===== src/rtl/seq_pkg.sv =====
// Shared parameters and helpers for the elastic pipeline register chain.
package seq_pkg;

    localparam int DEF_WIDTH = 8;
    localparam int DEF_DEPTH = 3;

    function automatic int occ_width(input int depth);
        return $clog2(depth + 1);
    endfunction

endpackage


===== src/rtl/pipe_stage.sv =====
// One valid/data register pair of the elastic pipeline; loads from upstream whenever it can pass its word on or is empty.
module pipe_stage
    import seq_pkg::*;
#(
    parameter int               WIDTH     = DEF_WIDTH,
    parameter logic [WIDTH-1:0] RESET_VAL = '0
) (
    input  logic             clk,
    input  logic             rst,
    input  logic             flush,
    input  logic             up_valid,
    input  logic [WIDTH-1:0] up_data,
    input  logic             dn_ready,
    output logic             valid,
    output logic [WIDTH-1:0] data,
    output logic             rdy
);

    logic             valid_r;
    logic [WIDTH-1:0] data_r;

    // An empty stage always accepts, which is what collapses bubbles under backpressure.
    always_comb begin
        rdy = !valid_r || dn_ready;
    end

    // Stage register; data only loads on a real word so bubbles never toggle the data bits.
    always_ff @(posedge clk or posedge rst) begin
        if (rst) begin
            valid_r <= 1'b0;
            data_r  <= RESET_VAL;
        end else if (flush) begin
            valid_r <= 1'b0;
        end else if (rdy) begin
            valid_r <= up_valid;
            if (up_valid) begin
                data_r <= up_data;
            end
        end
    end

    assign valid = valid_r;
    assign data  = data_r;

endmodule


===== src/rtl/pipe_reg_chain.sv =====
// Parametrised elastic pipeline register: DEPTH handshaked stages with flush and an occupancy count.
module pipe_reg_chain
    import seq_pkg::*;
#(
    parameter int               WIDTH     = DEF_WIDTH,
    parameter int               DEPTH     = DEF_DEPTH,
    parameter logic [WIDTH-1:0] RESET_VAL = '0
) (
    input  logic                          clk,
    input  logic                          rst,
    input  logic                          flush,
    input  logic                          in_valid,
    output logic                          in_ready,
    input  logic [WIDTH-1:0]              in_data,
    output logic                          out_valid,
    input  logic                          out_ready,
    output logic [WIDTH-1:0]              out_data,
    output logic [occ_width(DEPTH)-1:0]   occupancy
);

    localparam int OCC_W = occ_width(DEPTH);

    logic [DEPTH-1:0] valid_s;
    logic [WIDTH-1:0] data_s [DEPTH];
    logic [OCC_W-1:0] occ_s;

    // The ready chain runs through per-stage nets so each link is its own signal rather than bits of one vector.
    for (genvar i = 0; i < DEPTH; i++) begin : g_stage
        logic             rdy_l;
        logic             dn_ready_l;
        logic             up_valid_l;
        logic [WIDTH-1:0] up_data_l;

        if (i == DEPTH - 1) begin : g_last
            assign dn_ready_l = out_ready;
        end else begin : g_mid
            assign dn_ready_l = g_stage[i+1].rdy_l;
        end

        if (i == 0) begin : g_first
            assign up_valid_l = in_valid;
            assign up_data_l  = in_data;
        end else begin : g_next
            assign up_valid_l = valid_s[i-1];
            assign up_data_l  = data_s[i-1];
        end

        pipe_stage #(
            .WIDTH    (WIDTH),
            .RESET_VAL(RESET_VAL)
        ) u_stage (
            .clk     (clk),
            .rst     (rst),
            .flush   (flush),
            .up_valid(up_valid_l),
            .up_data (up_data_l),
            .dn_ready(dn_ready_l),
            .valid   (valid_s[i]),
            .data    (data_s[i]),
            .rdy     (rdy_l)
        );
    end

    // Occupancy is a popcount of the registered valid bits.
    always_comb begin
        occ_s = '0;
        for (int i = 0; i < DEPTH; i++) begin
            occ_s = occ_s + OCC_W'(valid_s[i]);
        end
    end

    assign in_ready  = g_stage[0].rdy_l && !flush;
    assign out_valid = valid_s[DEPTH-1] && !flush;
    assign out_data  = data_s[DEPTH-1];
    assign occupancy = occ_s;

endmodule


===== config.mk =====
export PLATFORM = sky130hd
export DESIGN_NAME = pipe_reg_chain
export DESIGN_NICKNAME = d
export VERILOG_FILES = /design/src/rtl/seq_pkg.sv /design/src/rtl/pipe_stage.sv /design/src/rtl/pipe_reg_chain.sv
export SDC_FILE = /design/constraint.sdc
export NUM_CORES = 1
export LEC_CHECK = 0
export ABC_AREA = 1
export ABC_CLOCK_PERIOD_IN_PS = 2500
export CAP_MARGIN = 0
export CORE_UTILIZATION = 51
export CTS_CLUSTER_DIAMETER = 120
export DETAILED_ROUTE_END_ITERATION = 6
export PLACE_DENSITY = 0.8
export SYNTH_ARGS = -nofsm -noshare
export SYNTH_HDL_FRONTEND = slang
export SYNTH_SLANG_ARGS = --single-unit

===== constraint.sdc =====
create_clock -name clk -period 2.5 [get_ports clk]
set_clock_uncertainty 0.05 [all_clocks]
set_input_delay 0.375 -clock clk [delete_from_list [all_inputs] [get_ports clk]]
set_output_delay 0.375 -clock clk [all_outputs]
set_load 0.02 [all_outputs]

==> results by stage, run 1 <==
Outcome:
- The run finished with clean final reports.

Global routing:
- The via count of the first global-routing pass came to just under 800.
- The number of antenna violations at the first check in global routing is 0.
- The overall fraction of global-route tracks in use is between 10% and 20%.
- The total overflow reported by the global router is 0.
- The pin count of the biggest net entering global routing is 28.
- The first global-routing pass estimated 3353 microns of wire.

Placement:
- The detailed-placement wirelength estimate is about 1500 microns.
- The cell area after placement is ~0.0015 sq mm.
- The congestion estimate from routability-driven global placement came to between 0.7 and 0.8.
- The number of cells after detailed placement is about 180.
- The port buffer count is 24.

Layout:
- The utilization of the core after routing is between 60% and 70%.
- 0 antenna diodes ended up in the layout.
- The fraction of layout cells with a size suffix above 1 is ~14%.
- The number of inserted filler cells in the final layout is 200.
- The finished cells cover 0.001498 sq mm.
- Relative to the synthesized area, the layout overhead comes to 24.43%.
- After the last flow step, the layout net total stands at between 150 and 200.
- After the flow finishes, the layout carries non-filler instances totaling 179.

Pwr:
- The switching part of the total is between 30% and 40%.
- The net switching power is 0.3040 mW.
- The clock network burns between 10% and 20% of the power.
- The power share of the combinational group is 26.3%.
- IR analysis of the VDD net gives a maximum drop of between 0.3 and 0.4 mV.
- The leakage power figure is between 0.7 and 0.8 nW.
- The sequential cell fraction of total power is between 50 and 60%.
- In this run the power density over the cells is between 600 and 700 mW/mm^2.
- Cell internal power was estimated by the tool at about 0.70 mW.

Critical path:
- The master of the slowest instance on the critical path is sky130_fd_sc_hd__clkdlybuf4s50_1.
- The critical path goes through fa_1 > clkdlybuf4s50_1.
- STA classifies the critical path startpoint as a register.
- The last element of the critical path is occupancy[0].
- STA classifies the critical path endpoint as a primary output.
- The most critical setup path has its startpoint at g_stage[1].u_stage.valid$_DFFE_PP0P_.
- The critical path is of the register to primary output type.
- Data on the critical path is required at its endpoint by 2080 ps.
- The biggest fanout along the worst timing path is 4.
- The critical path depth is 2.
- The beginning of the worst register-to-register path is g_stage[1].u_stage.valid$_DFFE_PP0P_.
- The endpoint identified for the worst register-to-register timing path is g_stage[0].u_stage.data[2]$_DFFE_PP0P_.
- The largest stage delay on the critical path is 600 ps.
- The number of cells on the worst reg-to-reg path is 5.
- STA puts the critical path data arrival time at between 1500 and 2000 ps.
- Among cell families on the critical path, the largest total delay comes from buffers and inverters.
- The sum of buffers and inverters on the critical path is 1.
- The worst-case register-to-register setup slack is around 1200 ps.

Synthesis:
- A synthesized cell averages about 10 sq um.
- The flip-flop and latch count after synthesis is 27.
- Synthesis produced between 100 and 150 cells.
- The number of distinct library cells after synthesis is 18.
- During synthesis, Yosys emitted a total of 0 warnings.
- When the netlist entered floorplanning its net count stood at ~140.
- The mapped netlist covers 0.001204 sq mm.
- The share of synthesized area occupied by flip-flops and latches is between 50% and 60%.

Flow run:
- Max-cap violations in this run came to 0.

CTS:
- The total of hold buffers inserted after clock tree synthesis is 0.
- The clock passes through at most 2 buffers.
- The number of levels the H-tree was split into is 1.
- The clock latency of the later-clocked register in the worst-skew pair is around 320 ps.
- After clock tree synthesis, the repair step resized 0 gates.
- Counting the buffers created by CTS gives 3.
- CTS saw 27 sinks.
- The clock input transition at the sequential cells of the worst setup and hold paths is approximately 130 ps.
- CTS placed an instance of sky130_fd_sc_hd__clkbuf_4 at the clock tree root.
- The clock tree from TritonCTS is yes.
- Buffers added to address setup during post-CTS repair amount to 0.

Timing:
- Dividing the final minimum period by the clock period gives between 90% and 100%.
- The final number of max-transition violations is 0.
- On the final layout, the worst hold slack is 333.4 ps.
- Setup repair after global routing left no endpoint under its margin.
- The final-report hold violation count is 0.
- In the final timing run, aggregate negative setup slack is 0 ps.
- For the finished layout, the period the worst path requires is between 2000 and 2500 ps.
- The achievable frequency is 0.4250 GHz.
- Setup violations remaining at the end of the flow were counted as 0.
- At the pin with the least slew margin, the transition time is roughly 320 ps.
- In this run the tightest slew margin relative to its limit is around four fifths.

Routing:
- The detail route stage leaves a number of antenna-violating nets equal to 0.
- After detailed routing, the average wire length per cell comes to approximately 11 microns.
- The DRC violation count after routing is 0.
- The first-iteration detailed-routing DRC count is 15.
- For this block, the routed nets add up to roughly 1900 microns of wire.
- The routed via count divided by cell count is between 4 and 5.
- Summing over every cut layer, the via total after detailed routing is 858.
- The pre-antenna-repair detailed-routing pass consisted of 4 iterations.

Die:
- The die area is between 0.002 and 0.003 sq mm.
- The number of standard-cell rows in the floorplan is 17.
- The die outline height is roughly 51 microns.
- The core region area is ~0.0022 sq mm.
- The I/O pin count is 25.
- In this run the horizontal extent of the chip is 50.58 microns.
- Once the floorplan was initialized, standard cells occupied roughly 54% of the core.

Min path:
- The path class of the tightest hold or removal check is input pin to async pin.
## per-stage QoR
| step | setup WS (ps) | power [mW] |
|---|---|---|
| floorplan | 1013 | 0.7150 |
| global placement | 408.0 | 0.8151 |
| detailed placement | 321.4 | 0.8294 |
| CTS | 144.3 | 1.009 |
| global route | 78.18 | 1.063 |
| finish | 147.0 | 0.9994 |
## flip-flops by register name, summed over array words and instances, names as in the netlist
| name | flops |
|---|---|
| g_stage.u_stage.data | 24 |
| g_stage.u_stage.valid | 3 |
## cells in the final DEF, fill, tap and decap left out, types with 2 or more instances in the layout
cell type	count
sky130_fd_sc_hd__a21oi_1	2
sky130_fd_sc_hd__buf_4	3
sky130_fd_sc_hd__clkbuf_4	3
sky130_fd_sc_hd__clkdlybuf4s50_1	24
sky130_fd_sc_hd__dfrtp_1	27
sky130_fd_sc_hd__inv_1	14
sky130_fd_sc_hd__nand2_1	43
sky130_fd_sc_hd__nand3_1	16
sky130_fd_sc_hd__nor2_8	2
sky130_fd_sc_hd__o21ai_2	8
## layer usage
metal	share of wire (%)	vias up	global-route usage [%]
met4	1.8	0	8.333
met5	0	-	0
met3	4.3	4	2.727
li1	-	444	-
met1	43	388	23.02
met2	51	22	30.44
## power by group through the flow
stage               combinational, mW  sequential [mW]  clock [mW]
floorplan                       0.122            0.593           0
global placement                0.259            0.556           0
finish                          0.263            0.552       0.184
global route                    0.290            0.562       0.211
detailed placement              0.268            0.561           0
CTS                             0.268            0.553       0.188
## kinds of logic (layout without fill, tap and decap cells)
group	count (synthesis)	in the layout	synth area share, %
AOI/OAI and AO/OA	11	11	7.068
adders and majority gates	1	1	1.663
buffers and inverters	18	46	7.692
DFF	27	27	56.13
and+or+nand+nor	66	66	27.44
## worst reg2reg max path, cell delays in order (launching register included)
cell and delay [ps]:
sky130_fd_sc_hd__dfrtp_1 480, sky130_fd_sc_hd__nand4_1 170, sky130_fd_sc_hd__buf_4 200, sky130_fd_sc_hd__nand2_1 190, sky130_fd_sc_hd__nand2_1 80, sky130_fd_sc_hd__nand2_1 70
## layout make-up
class                           count  area (sq um)  share of cell area [%]
Clock inverter                      1         5.005                  0.3342
Timing Repair Buffer               27         262.8                   17.54
Inverter                           15         61.31                   4.094
Clock buffer                        3         22.52                   1.504
Tap cell                           28         35.03                   2.339
Sequential cell                    27         675.6                   45.11
Multi-Input combinational cell     78         435.4                   29.07
## worst min-delay path by stage
| stage | startpoint | to | slack [ps] | cells past startpoint |
|---|---|---|---|---|
| after global routing | rst | g_stage[2].u_stage.data[5]$_DFFE_PP0P_ | 360 | 3 |
| after detailed placement | g_stage[0].u_stage.data[3]$_DFFE_PP0P_ | g_stage[0].u_stage.data[3]$_DFFE_PP0P_ | 410 | 2 |
| final | rst | g_stage[2].u_stage.data[2]$_DFFE_PP0P_ | 330 | 3 |
| after floorplan | rst | g_stage[0].u_stage.data[0]$_DFFE_PP0P_ | 380 | 1 |
| after global placement | g_stage[1].u_stage.data[7]$_DFFE_PP0P_ | g_stage[1].u_stage.data[7]$_DFFE_PP0P_ | 410 | 2 |
| after CTS | rst | g_stage[2].u_stage.data[5]$_DFFE_PP0P_ | 350 | 3 |
## Yosys cell counts, drive strengths merged
master / n / area [sq um]
o21ai: 9 / 75.07
a21oi: 2 / 10.01
inv: 15 / 61.31
nand3: 18 / 107.6
dfrtp: 27 / 675.7
nand2: 44 / 172.7
nand4: 1 / 6.260
nor2: 3 / 43.79
buf: 3 / 31.27
fa: 1 / 20.02
(Power assumes the default switching activity.)
==> run 2: changes to the inputs <==
REMOVE_ABC_BUFFERS = 1   (was unset)
==> run 2 against run 1 <==
Net effect:
- critical path depth did not move
- sequential cell count did not move
- clock-buffer cell count did not move
- sequential power barely moved
- non-clock buffer count rose by 1
- worst hold slack improved by 9.7 ps
- final area rose by 0.50%
- wire length rose by 5.4%
- critical path type unchanged
- final cell count rose by 0.56%
- register-to-register slack got worse by 20 ps
==> results by stage, run 2 (same netlist as run 1, synthesis figures left out) <==
Layout:
- The number of antenna cells inserted is 0 (unchanged).
- The area of combinational cells with multiple inputs came to 435.4 sq um (unchanged).
- The fraction of layout cells with a size suffix above 1 is 14.47% (+0.57 points).
- The signed area change from the synthesized netlist to the final layout is 25.05%.
- The flip-flop count of the largest register after layout is 24 (unchanged).
- Leaving out fill and tap cells, the most frequent cell in the layout is sky130_fd_sc_hd__nand2_1.
- The total number of nets in the final design is 167 (+0.60%).
- The utilization of the core after routing is 68.04% (+0.34 points).
- The number of inserted filler cells in the final layout is 192 (-4.0%).
- The area used by sequential logic in the layout is 675.6 sq um (unchanged).
- The cell area after layout is 0.001505 sq mm (+0.50%).
- In the layout the commonest cells are 43 x sky130_fd_sc_hd__nand2_1, 27 x sky130_fd_sc_hd__dfrtp_1, 24 x sky130_fd_sc_hd__clkdlybuf4s50_1.

Routing:
- The first-iteration detailed-routing DRC count is 18 (+3).
- The number of nets with antenna violations after routing is 0 (unchanged).
- The routed via count divided by cell count is 4.839 (+0.95%).
- The detailed-route via count is 871 (+1.5%).
- The DRC violation count after routing is 0 (unchanged).
- The detailed-route wire length is 2019 microns (+5.4%).
- The detail-routed net length per standard cell is 11.22 microns (+4.8%).
- The first-pass detailed-route iteration total came to 4 (unchanged).

CTS:
- The clock input transition at the sequential cells of the worst setup and hold paths is 140 ps (about the same).
- The clock latency of the later-clocked register in the worst-skew pair is 310 ps (about the same).
- The post-cts sizing count is 0 (unchanged).
- TritonCTS built the clock tree.
- The buffer cell driving the clock tree root is sky130_fd_sc_hd__clkbuf_4.
- The number of buffers on the longest clock path is 2 (unchanged).
- The number of clock sinks is 27 (unchanged).
- The number of levels the H-tree was split into is 1 (unchanged).
- The buffer count from post-CTS setup fixing is 0 (unchanged).
- The total of hold buffers inserted after clock tree synthesis was 0 (unchanged).
- The TritonCTS buffer count is 3 (unchanged).

Critical path:
- The startpoint type of the worst setup path is a register.
- Walking the worst path, the cells encountered are fa_1 > clkdlybuf4s50_1.
- The sum of buffers and inverters on the critical path is 1 (unchanged).
- The data arrival time of the worst path came to 1920 ps (about the same).
- The largest stage delay on the critical path is 600 ps (about the same).
- The worst setup path is captured at a primary output.
- The largest individual stage delay along the critical path comes from the cell sky130_fd_sc_hd__clkdlybuf4s50_1.
- The category of cells accounting for the largest share of critical-path delay is buffers and inverters.
- The biggest fanout along the worst timing path is 4 (unchanged).
- The critical path in this run is classified as register to primary output.
- The required arrival time at the worst endpoint was 2080 ps (about the same).

Min path:
- The min-delay analysis places its worst path in the category input pin to async pin.

Die:
- The core region area came to 0.002212 sq mm (unchanged).
- The die outline height is 50.58 microns (unchanged).
- The number of standard-cell rows in the floorplan is 17 (unchanged).
- The effective utilization at floorplan came to 54.41% (unchanged).
- The width of the die is 50.58 microns (unchanged).
- The die area came to 0.002558 sq mm (unchanged).
- The I/O pin count is 25 (unchanged).

Global routing:
- The number of antenna violations at the first check in global routing is 0 (unchanged).
- The overall fraction of global-route tracks in use is 19.40% (+1.2 points).
- The via count of the first global-routing pass is 861 (+12%).
- The global-route wire length before repair is 3588 microns (+7.0%).
- The total overflow reported by the global router is 0 (unchanged).
- The pin count of the biggest net entering global routing is 28 (unchanged).

Timing:
- The final-report hold violation count came to 0 (unchanged).
- The worst hold-check slack is 343.2 ps (+9.726 ps).
- The setup-violating endpoint count in the final report is 0 (unchanged).
- The final total negative setup slack is 0 ps (unchanged).
- The achievable frequency came to 0.4268 GHz (+0.43%).
- The worst-case headroom to the max-slew limit is 77.87% (-0.61 points).
- Setup repair after global routing left no endpoint under its margin.
- The slew at the pin with the worst max-slew slack came to 332.0 ps (+9.219 ps).
- The part of the cycle the worst path needs came to 93.72% (-0.40 points).
- The clock period minus final worst setup slack is 2343 ps (-10.08 ps).
- The final number of max-transition violations is 0 (unchanged).

Pwr:
- The areal power density over the cells is 664.9 mW/mm^2 (-0.36%).
- The leakage power figure is 0.7539 nW (+0.64%).
- The total chip power was 1.001 mW (+0.14%).
- The maximum vdd ir drop came to 0.4319 mV (+15%).

Placement:
- The weighted congestion reported at the end of routability-driven placement came to 0.7581 (-0.72%).
- The port buffer count is 24 (unchanged).
- The cell area after placement was 0.001478 sq mm (+0.51%).

Flow run:
- The count of max-cap constraint violations is 0 (unchanged).

Outcome:
- The flow ran to the end, and the final reports show no timing, DRC or antenna violations.
run 2: changes by cell type in the layout (fill, tap and decap cells not counted), sizes merged:
| cell | previous run | this run |
|---|---|---|
| buf | 3 | 4 |
run 2: where the power goes:
part	internal, mW	switching [mW]	total [mW]
Clock	0.0599	0.124	0.184
Sequential	0.510	0.0409	0.551
Combinational	0.126	0.140	0.266
Total	0.696	0.305	1.00
run 2: final timing paths:
path,start,endpoint,slack (ps),cells after the start
worst max-delay path,g_stage[1].u_stage.valid$_DFFE_PP0P_,occupancy[0],160,2
worst min-delay path,rst,g_stage[2].u_stage.data[4]$_DFFE_PP0P_,340,3
worst max register to register,g_stage[1].u_stage.valid$_DFFE_PP0P_,g_stage[0].u_stage.data[1]$_DFFE_PP0P_,1170,5
worst min register to register,g_stage[1].u_stage.data[0]$_DFFE_PP0P_,g_stage[1].u_stage.data[0]$_DFFE_PP0P_,450,2
max in group asynchronous,rst,g_stage[1].u_stage.valid$_DFFE_PP0P_,1800,3
min in group clk,g_stage[1].u_stage.data[0]$_DFFE_PP0P_,g_stage[1].u_stage.data[0]$_DFFE_PP0P_,450,2
run 2: worst min-delay path, cell delays in order:
cell and delay, ps:
sky130_fd_sc_hd__clkdlybuf4s50_1 400, sky130_fd_sc_hd__inv_1 50, sky130_fd_sc_hd__buf_4 310
run 2: metal layers:
layer  global-route usage [%]  routed length, microns  up-vias
met4                    9.722                      36        0
met1                    21.67                     838      405
met3                    3.636                      67        4
li1                         -                       -      443
met2                    34.89                    1077       19
met5                        0                       0        -
run 2: stage by stage:
step,cells,setup slack (ps)
after global placement,176,404.3
after detailed placement,176,338.4
final,180,157.0
after CTS,180,136.8
after floorplan,120,1013
after global routing,180,71.08
run 2: final cells by class:
cell class	instances	share of cell area [%]
clock buffer	3	1.496
clock inverter	1	0.3325
inverter	15	4.073
multi-input combinational	78	28.93
sequential	27	44.89
tap	28	2.328
timing repair buffer	28	17.96
==> run 3: changes to the inputs <==
CTS_BUF_LIST = sky130_fd_sc_hd__clkbuf_4 sky130_fd_sc_hd__clkbuf_8   (was unset)
HOLD_SLACK_MARGIN = 0.1   (was unset)
==> results of run 3 <==
Same layout as run 2: the final DEF is identical, and so are final timing and power.
